===== config.mk =====
export PLATFORM = sky130hd
export DESIGN_NAME = vc_pop_scheduler
export DESIGN_NICKNAME = d
export VERILOG_FILES = /design/src/rtl/vc_pop_scheduler.sv
export SDC_FILE = /design/constraint.sdc
export NUM_CORES = 1
export LEC_CHECK = 0
export CAP_MARGIN = 20
export CORE_MARGIN = 2
export CORE_UTILIZATION = 43
export CTS_BUF_LIST = sky130_fd_sc_hd__clkbuf_2
export CTS_CLUSTER_DIAMETER = 50
export DETAILED_ROUTE_END_ITERATION = 8
export GPL_TIMING_DRIVEN = 0
export PLACE_DENSITY = 0.8
export SYNTH_ARGS = -nofsm -noshare
export SYNTH_HDL_FRONTEND = slang
export SYNTH_SLANG_ARGS = --single-unit

===== constraint.sdc =====
create_clock -name clk -period 1.66 [get_ports clk]
set_input_delay 0.249 -clock clk [delete_from_list [all_inputs] [get_ports clk]]
set_output_delay 0.249 -clock clk [all_outputs]
set_load 0.05 [all_outputs]

===== src/rtl/vc_pop_scheduler.sv =====
// rtl/vc_pop_scheduler.sv - weighted VC0/VC1 pop scheduler with a 2-cycle pop->push pipeline
module vc_pop_scheduler #(
    parameter int DATA_W     = 6,
    parameter int VC0_WEIGHT = 4
) (
    input  logic              clk,
    input  logic              reset,
    input  logic              vc0_empty,
    input  logic              vc1_empty,
    input  logic [DATA_W-1:0] vc0_data,
    input  logic [DATA_W-1:0] vc1_data,
    input  logic              d0_afull,
    input  logic              d1_afull,
    output logic              vc0_pop,
    output logic              vc1_pop,
    output logic              d0_push,
    output logic              d1_push,
    output logic [DATA_W-1:0] d_data,
    output logic              vc1_starved
);

    typedef enum logic {
        PRI_VC0 = 1'b0,
        PRI_VC1 = 1'b1
    } state_t;

    localparam logic [3:0] WCNT_LAST = 4'(VC0_WEIGHT - 1);

    state_t      state, state_d;
    logic [3:0]  wcnt, wcnt_d;
    logic        elig;
    logic        vld_q;
    logic        sel_q;
    logic [DATA_W-1:0] word;

    // Both destinations must have room since the word's destination is unknown until it is read.
    assign elig = !d0_afull && !d1_afull && !reset;

    always_comb begin
        state_d = state;
        wcnt_d  = wcnt;
        vc0_pop = 1'b0;
        vc1_pop = 1'b0;
        if (elig) begin
            if (state == PRI_VC0) begin
                if (!vc0_empty) begin
                    vc0_pop = 1'b1;
                    if (!vc1_empty) begin
                        if (wcnt == WCNT_LAST) begin
                            state_d = PRI_VC1;
                            wcnt_d  = 4'd0;
                        end else begin
                            wcnt_d = wcnt + 4'd1;
                        end
                    end
                end else if (!vc1_empty) begin
                    vc1_pop = 1'b1;
                    wcnt_d  = 4'd0;
                end
            end else begin
                // VC1's owed turn is consumed by any grant, even a fallback to VC0.
                if (!vc1_empty) begin
                    vc1_pop = 1'b1;
                    state_d = PRI_VC0;
                    wcnt_d  = 4'd0;
                end else if (!vc0_empty) begin
                    vc0_pop = 1'b1;
                    state_d = PRI_VC0;
                    wcnt_d  = 4'd0;
                end
            end
        end
    end

    assign word = sel_q ? vc1_data : vc0_data;

    always_ff @(posedge clk) begin
        if (reset) begin
            state       <= PRI_VC0;
            wcnt        <= 4'd0;
            vld_q       <= 1'b0;
            sel_q       <= 1'b0;
            d0_push     <= 1'b0;
            d1_push     <= 1'b0;
            d_data      <= '0;
            vc1_starved <= 1'b0;
        end else begin
            state       <= state_d;
            wcnt        <= wcnt_d;
            vld_q       <= vc0_pop || vc1_pop;
            sel_q       <= vc1_pop;
            d0_push     <= vld_q && !word[DATA_W-1];
            d1_push     <= vld_q && word[DATA_W-1];
            if (vld_q) begin
                d_data <= word;
            end
            vc1_starved <= (state_d == PRI_VC1) && !vc1_empty;
        end
    end

endmodule

==> results.cfg <==
[outcome]
status = complete, no violations

[setup_path]
worstSetupPathType = in -> out
cp-start-kind = input pin
crit_path_end_kind = output pin
r2r-start = wcnt[0]
r2r_slack_ns = 0.18
cp.buffers_inverters = 3
r2r-end = state
reg2reg_depth = 5
cp_max_fo = 3
cp_slowest_stage_delay_ns = 0.39
critPathSlowestCell = or3_4
critical_path.top_delay_family = buffers and inverters
crit_top_cell = buf_6
required_ns = 1.41
cp.arrival_ns = 1.35
path_cells = dlygate4sd2_1, or3_4, buf_6, nor3_4, buf_6

[timing]
whs_ns = 0.2647
worst_clock_skew_ns = 0.006722
rsz0062_at_grt = no
hold_viol = 0
worstMarginPinSlew_ns = 0.5001
slew_violations = 0
setup_ws_ns = 0.06122
min_period_over_period_pct = 96.31
maxSlewHeadroom_pct = 66.80
max_freq_mhz = 625.5
setup_violations = 0
min_period_ns = 1.599

[global_routing]
grtUsageTotal_pct = 18.27
antenna_found_initial = 0
grt_pass1_vias = 619
grt_max_degree = 11
gr-total-overflow = 0
grt_pass1_wl_um = 2677

[floorplan]
io_pins = 29
die_x_um = 45.08
die_h_um = 45.08
dieArea_mm2 = 0.002032
start_util_pct = 47.08
rows = 14
fp.coreArea_mm2 = 0.001541

[drt]
antenna_left = 0
wirelength_um = 1653
via_count = 675
firstDrtPassIters = 4
route.detailed.drc = 0
viasPerCell = 5.273
wire_per_inst_um = 12.91
drtIter0Drc = 9

[finish]
diodes = 0
nets = 133
syn2layout_area_growth_pct = 47.76
fillers = 140
multi_input_area_um2 = 401.6
drive_gt1_share_pct = 16.96
fin_util_pct = 69.56
register_area_um2 = 320.3
fin_cells = 128

[clocking]
clk_path_buf_depth = 2
clk-insertion-delay-late_ns = 0.28
clkTransAtPathRegs_ns = 0.14
cts_tree = built
cts_made_buffers = 3
cts_root_buf = clkbuf_2
cts_sinks = 16
cts_hold_buf = 0
htree_levels = 1

[synthesis]
synth_cells = 79
syn_avg_cell_area_um2 = 9.186
yosysWarnings = 0
async_reset_ff_share_pct = 0
syn_area_um2 = 725.7
synth-main-ff-cell = dfxtp_1
ys_types = 30
syn_nets = 98
ys_seq_elements = 16
yosysSeqAreaShare_pct = 44.14
synth_edf_count = 0

[hold_path]
min_path_type = in -> reg
holdPathEnd = vc1_starved
hold_depth = 2
worstHoldStart = vc1_empty

[pwr]
power_density_mw_per_mm2 = 648.3
leakage_nw = 0.4346
p_total_w = 0.0006952
ir_drop_mv = 0.4704

[placement]
gp_congestion = 0.7166
portBuffers = 27
dp.cells = 122
hpwl_um = 1206
pre_cts_ws_ns = -0.8375

[run]
max_cap_violations = 0
## registers in the layout, summed over array words and instances (netlist names)
register and count:
d1_push 1, vc1_starved 1, d0_push 1, state 1, vld_q 1, wcnt 4, sel_q 1, d_data 6
## layout make-up
cell class | instances | area share [%]
timing repair buffer | 30 | 26.02
sequential | 16 | 29.87
clock buffer | 3 | 1.400
buffer | 5 | 2.684
tap | 16 | 1.867
multi-input combinational | 56 | 37.46
inverter | 2 | 0.7001
## stage by stage
| stage | area [um^2] | TNS (ns) |
|---|---|---|
| after CTS | 1069 | 0 |
| final | 1072 | 0 |
| after global placement | 1026 | -2.308 |
| after floorplan | 735.7 | -0.02483 |
| after global routing | 1072 | 0 |
| after detailed placement | 1026 | -2.433 |
## cell families after synthesis
group | Yosys count | share of synthesized area, %
AO/OA/AOI/OAI | 16 | 14.83
buffers and inverters | 7 | 4.999
flip-flops | 16 | 44.14
multiplexers | 6 | 8.448
AND/OR/NAND/NOR | 33 | 25.86
adder cells (fa/ha/maj) | 1 | 1.724
## layout by cell type, fill, tap and decap left out, types with 2 or more instances in the layout
master	count
mux2i_1	5
a211oi_1	5
dfxtp_1	16
clkdlybuf4s50_1	12
nor3_1	2
nand2_1	3
buf_2	2
nand2b_1	2
dlygate4sd2_1	11
inv_1	2
nor2_1	9
nor3_4	2
buf_6	3
clkbuf_2	4
o21ai_1	2
nand3_1	3
nor3b_1	3
buf_4	3
a21oi_1	5
## cells in the mapped netlist (2+ instances only)
cell type / number / area [um^2]
nand3_1: 3 / 15.01
nand2_1: 3 / 11.26
nor3_1: 4 / 20.02
inv_1: 2 / 7.510
a211oi_1: 5 / 37.54
or3_1: 2 / 12.51
buf_2: 2 / 10.01
nand2b_1: 2 / 12.51
dfxtp_1: 16 / 320.3
nor2_1: 9 / 33.78
nor3b_1: 3 / 22.52
a21oi_1: 5 / 25.02
o21ai_1: 2 / 10.01
mux2i_1: 5 / 50.05
## worst max-delay path by stage
stage	slack, ns	end	cells past startpoint	from
final	0.06	vc1_pop	5	d0_afull
after global placement	-0.83	vc0_pop	5	reset
after floorplan	-0.01	vc0_pop	3	d1_afull
after global routing	0.01	state	5	wcnt[0]
after detailed placement	-0.84	vc1_pop	5	reset
after CTS	0.03	vc1_pop	4	vc0_empty
## where the power goes
part	switching, W	leakage [nW]	internal, W
clock network	0.000115	0.0125	0.0000493
registers	0.00000431	0.130	0.000393
logic	0.0000724	0.292	0.0000613
total	0.000191	0.435	0.000504
## metal layers
layer  vias to the layer above  wire length (um)  global-route usage [%]
li1                        350                 -                       -
met1                       303               748                   22.81
met2                        20               806                   29.43
met3                         2                90                   6.800
met4                         0                 8                   5.294
met5                         -                 0                       0
## repair_timing
item	4_1_cts	5_1_grt
gates resized for setup	29	4
pin swaps	1	0
gates cloned	0	0
endpoints found under the hold margin	0	0
setup endpoints to repair	11	4
setup buffers	3	0
Power figures use the tool's default switching activity.
==> RTL change 1, RTL diff (same flow settings) <==
Change the parameter `DATA_W` from 6 to 3.
--- a/src/rtl/vc_pop_scheduler.sv
+++ b/src/rtl/vc_pop_scheduler.sv
@@ -1,6 +1,6 @@
 // rtl/vc_pop_scheduler.sv - weighted VC0/VC1 pop scheduler with a 2-cycle pop->push pipeline
 module vc_pop_scheduler #(
-    parameter int DATA_W     = 6,
+    parameter int DATA_W     = 3,
     parameter int VC0_WEIGHT = 4
 ) (
     input  logic              clk,
Interface: changed (resized d_data, vc0_data and vc1_data); port bits go from 29 to 20. No check against the original RTL was run, so the function may have changed too.
==> RTL change 1 against the original RTL <==
  * Wire length is 18% lower
  * Fmax is 1.9% lower
  * Largest cell class unchanged
  * Sequential cell count decreased by 3
  * Setup slack worse by 0.031 ns
  * Clock skew increased by 0.011 ns
  * Power fell by 16%
  * Critical endpoint is now d1_push
  * Area after synthesis is 21% lower
  * Cell area shrank 22%
==> RTL change 1: results (changes against the original RTL) <==
metric	value	unit	change
status	complete, no violations		unchanged
ir_drop	0.472	mV	was 0.470 mV
detailedPlace.worstSlack	-0.978	ns	was -0.837 ns
netlist_top_cells_count	13 x dfxtp_1, 5 x a21oi_1, 5 x nor2_1, 4 x a211oi_1, 4 x nand2_1		was 16 x dfxtp_1, 9 x nor2_1, 5 x a211oi_1, 5 x a21oi_1, 5 x mux2i_1
detail_route.first_pass.iterations	4		unchanged
async_flop_share	0	%	unchanged
drt_iter0_markers	25		was 9
cpPeakStageDelay	0.79	ns	was 0.39 ns
port_buffers	19		was 27
ys_seq_area_share	45.5	%	was 44.1%
r2r-start	state		was wcnt[0]
n_antenna_cell	0		unchanged
dp_hpwl	958	um	was 1.21 mm
fin_skew	0.0181	ns	was 0.00672 ns
reg_top3	wcnt: 4 flops, d_data: 3 flops		was d_data: 6 flops, wcnt: 4 flops
min-delay-start	d_data[2]		was vc1_empty
track_usage	18.7	%	was 18.3%
grt_pass1_wl	1.96	mm	was 2.68 mm
worstPathMaxFanout	1		was 3
hp-class	flop to flop		was primary input to flop
vias	561		was 675
wl_per_cell	13.4	um	was 12.9 um
slowest_stage	clkdlybuf4s50_1		was or3_4
relSlewSlack	66.4	%	was 66.8%
leakagePower	0.359	nW	was 0.435 nW
synth.area.top_cells	dfxtp_1 46%, mux2i_1 5.3%, a211oi_1 5.3%		was dfxtp_1 44%, mux2i_1 6.9%, a211oi_1 5.2%
crit_start	d1_push		was d0_afull
gp_congestion	0.744		was 0.717
finalNetCount	100		was 133
grt_pass1_vias	478		was 619
yosysUniqueCellTypes	27		was 30
clk_pin_slew_worst_paths	0.11	ns	was 0.14 ns
nFillCells	124		was 140
[RTL change 1: kinds of logic after synthesis]
family / Yosys count / synth area share (%)
compound gates: 16 / 18.2
buf+inv: 3 / 1.97
flops: 13 / 45.5
simple gates: 25 / 26.9
fa+ha+maj: 1 / 2.19
mux: 3 / 5.25
[RTL change 1: power by group]
group | internal (mW) | switching, mW | total [mW]
clock | 0.0639 | 0.103 | 0.167
combinational | 0.0421 | 0.0528 | 0.0949
sequential | 0.318 | 0.00388 | 0.321
total | 0.424 | 0.160 | 0.583
[RTL change 1: cell type report]
cell class	count	area [um^2]	share of cell area [%]
Inverter	2	7.51	0.893
Timing Repair Buffer	21	203	24.1
Clock buffer	4	20.0	2.38
Sequential cell	13	260	31.0
Multi-Input combinational cell	45	328	39.0
Tap cell	15	18.8	2.23
Buffer	1	3.75	0.446
[RTL change 1: final timing paths]
| check | to | slack (ns) | cells after the start |
|---|---|---|---|
| max | d1_push | 0.03 | 1 |
| min | d_data[2] | 0.47 | 1 |
| max reg2reg | wcnt[2] | 0.21 | 4 |
| min reg2reg | d_data[2] | 0.47 | 1 |
[RTL change 1: repair_timing]
action / 4_1_cts / 5_1_grt
pin swaps: 1 / 2
buffers inserted: 0 / 2
resized for setup: 21 / 4
endpoints found under the setup margin: 5 / 4
[RTL change 1: metal layers]
metal | vias to the layer above | track usage, % | routed length (um)
met5 | - | 0 | 0
li1 | 275 | - | -
met4 | 0 | 11.7 | 6
met3 | 2 | 3.89 | 133
met1 | 250 | 20.2 | 533
met2 | 34 | 32.5 | 684
[RTL change 1: metrics by stage]
step,cells,utilization [%],power [mW],hold WS (ns),instance area (um^2)
after floorplan,61,-,0.373,0.322,596
after global placement,95,63.4,0.421,0.438,805
after detailed placement,95,63.4,0.423,0.454,805
after CTS,99,64.5,0.583,0.465,818
after global routing,101,66.3,0.603,0.488,841
final,101,66.3,0.583,0.473,841
==> RTL change 2, RTL diff (same flow settings) <==
Made on the original files. Make the reset (`reset`) asynchronous in one clocked block.
--- a/src/rtl/vc_pop_scheduler.sv
+++ b/src/rtl/vc_pop_scheduler.sv
@@ -74,7 +74,7 @@
 
     assign word = sel_q ? vc1_data : vc0_data;
 
-    always_ff @(posedge clk) begin
+    always_ff @(posedge clk or posedge reset) begin
         if (reset) begin
             state       <= PRI_VC0;
             wcnt        <= 4'd0;
Behaviour: differs if reset is asserted again (counterexample within 4 cycles, from zero or initial values and one cycle with reset high); with reset held inactive, the same outputs for 10 cycles.
==> RTL change 2 against the original RTL <==
  * Cell area increased by 4.1%
  * Register-to-register slack got worse by 0.09 ns
  * Critical endpoint unchanged
  * Non-clock buffer count unchanged
  * Final cell count decreased by 5.5%
  * Utilization decreased by 3.5 points
  * Setup slack improved by 0.0088 ns
  * Wire length decreased by 8.9%
  * Synthesized cell count decreased by 11%
  * Via count decreased by 5.6%
  * Sequential share of layout area increased by 6.0 points
  * Sequential cell count unchanged
  * Area after synthesis increased by 3.1%
Power is not compared: it rests on default switching activity, and its combinational part moved more than twofold at a synthesized area within 25%.
==> RTL change 2: results (changes against the original RTL) <==
metric	value	unit	change
synth.area.top_cells	dfrtp_1 54%, mux2i_1 9.4%, nor2_1 5.0%		was dfxtp_1 44%, mux2i_1 6.9%, a211oi_1 5.2%
dp_hpwl	1.08	mm	was 1.21 mm
cpPeakStageDelay	0.37	ns	was 0.39 ns
hp-class	primary input to async pin		was primary input to flop
r2r_cells	4		was 5
async_flop_share	100	%	was 0%
track_usage	16.5	%	was 18.3%
ys_seq_area_share	53.5	%	was 44.1%
synth_compound_area_share	13.2	%	was 14.8%
n_antenna_cell	0		unchanged
area_growth	49.2	%	was 47.8%
wl_per_cell	12.4	um	was 12.9 um
grt_pass1_vias	602		was 619
drt_iter0_markers	15		was 9
core	1690	um^2	was 1540 um^2
arrival	1.34	ns	
yosysUniqueCellTypes	25		was 30
slowest_stage	or3_1		was or3_4
nFillCells	137		was 140
drive_gt1_share	18.3	%	was 17.0%
synthAdderAreaFrac	1.67	%	was 1.72%
vias	637		was 675
synth_mux_area_share	9.36	%	was 8.45%
worst_pin_slew	0.597	ns	was 0.500 ns
dp_cells	114		was 122
status	complete, no violations		unchanged
dieArea	2090	um^2	was 2030 um^2
synth_flop_cell	dfrtp_1		was dfxtp_1
grt_max_degree	17		was 11
cp_top_family	simple AND/OR/NAND/NOR gates		was buffers and inverters
synth_cells	70		was 79
synthesis.nets	89		was 98
gp_congestion	0.715		was 0.717
fin_skew	0.00296	ns	was 0.00672 ns
netlist_top_cells_count	16 x dfrtp_1, 10 x nor2_1, 7 x a21oi_1, 7 x mux2i_1		was 16 x dfxtp_1, 9 x nor2_1, 5 x a211oi_1, 5 x a21oi_1, 5 x mux2i_1
finalNetCount	125		was 133
place_area	1060	um^2	was 1030 um^2
via_per_inst	5.26		was 5.27
grt_pass1_wl	2.44	mm	was 2.68 mm
RTL change 2: changes by cell type after synthesis, moves of 2 or more:
cell,unedited run,this run
dfrtp_1,0,16
nor3b_1,3,0
a22o_1,0,2
o21ai_1,2,0
a211oi_1,5,0
dfxtp_1,16,0
a21oi_1,5,7
buf_2,2,0
nand3_1,3,1
nor2b_1,1,3
mux2i_1,5,7
RTL change 2: final timing paths:
check,slack (ns),startpoint,endpoint
setup reg to reg,0.09,wcnt[1],state
hold / removal,0.16,reset,sel_q
setup / recovery,0.07,d0_afull,vc1_pop
hold reg to reg,0.50,d_data[5],d_data[5]
max in group asynchronous,1.11,reset,state
min in group clk,0.21,vc1_empty,vc1_starved
RTL change 2: timing repair:
action | in CTS | in global routing
pin swaps | 2 | 2
cloned | 0 | 0
setup buffers | 4 | 0
resized for setup | 25 | 4
endpoints found under the setup margin | 11 | 5
RTL change 2: cell type report:
type                    count  share of cell area, %
inverters                   3                   1.01
well taps                  17                   1.91
flip-flops and latches     16                   35.9
multi-input cells          47                   31.2
clock buffers               3                   1.35
plain buffers               4                   2.35
repair buffers             31                   26.3
RTL change 2: cells by family after synthesis:
kind of cell,count (synthesis)
adder cells (fa/ha/maj),1
flip-flops,16
buffers and inverters,7
AO/OA/AOI/OAI,14
AND/OR/NAND/NOR,25
multiplexers,7
RTL change 2: metrics by stage:
step / power, mW / setup slack (ns)
final: 0.949 / 0.0700
after global placement: 0.784 / -0.752
after floorplan: 0.669 / 0.0695
after detailed placement: 0.791 / -0.747
after global routing: 1.02 / -0.00453
after CTS: 0.946 / 0.00373
RTL change 2: power by group through the flow:
stage | registers, mW | logic (mW) | clock network, mW
floorplan | 0.575 | 0.0942 | 0
global placement | 0.469 | 0.315 | 0
detailed placement | 0.471 | 0.320 | 0
CTS | 0.458 | 0.327 | 0.161
global route | 0.471 | 0.356 | 0.191
finish | 0.464 | 0.328 | 0.156
RTL change 2: routing by layer:
| metal | track usage (%) | vias to the layer above | wire length, um |
|---|---|---|---|
| li1 | - | 313 | - |
| met1 | 19.5 | 289 | 676 |
| met2 | 27.3 | 33 | 682 |
| met3 | 4.37 | 2 | 135 |
| met4 | 8.57 | 0 | 11 |
| met5 | 0 | - | 0 |
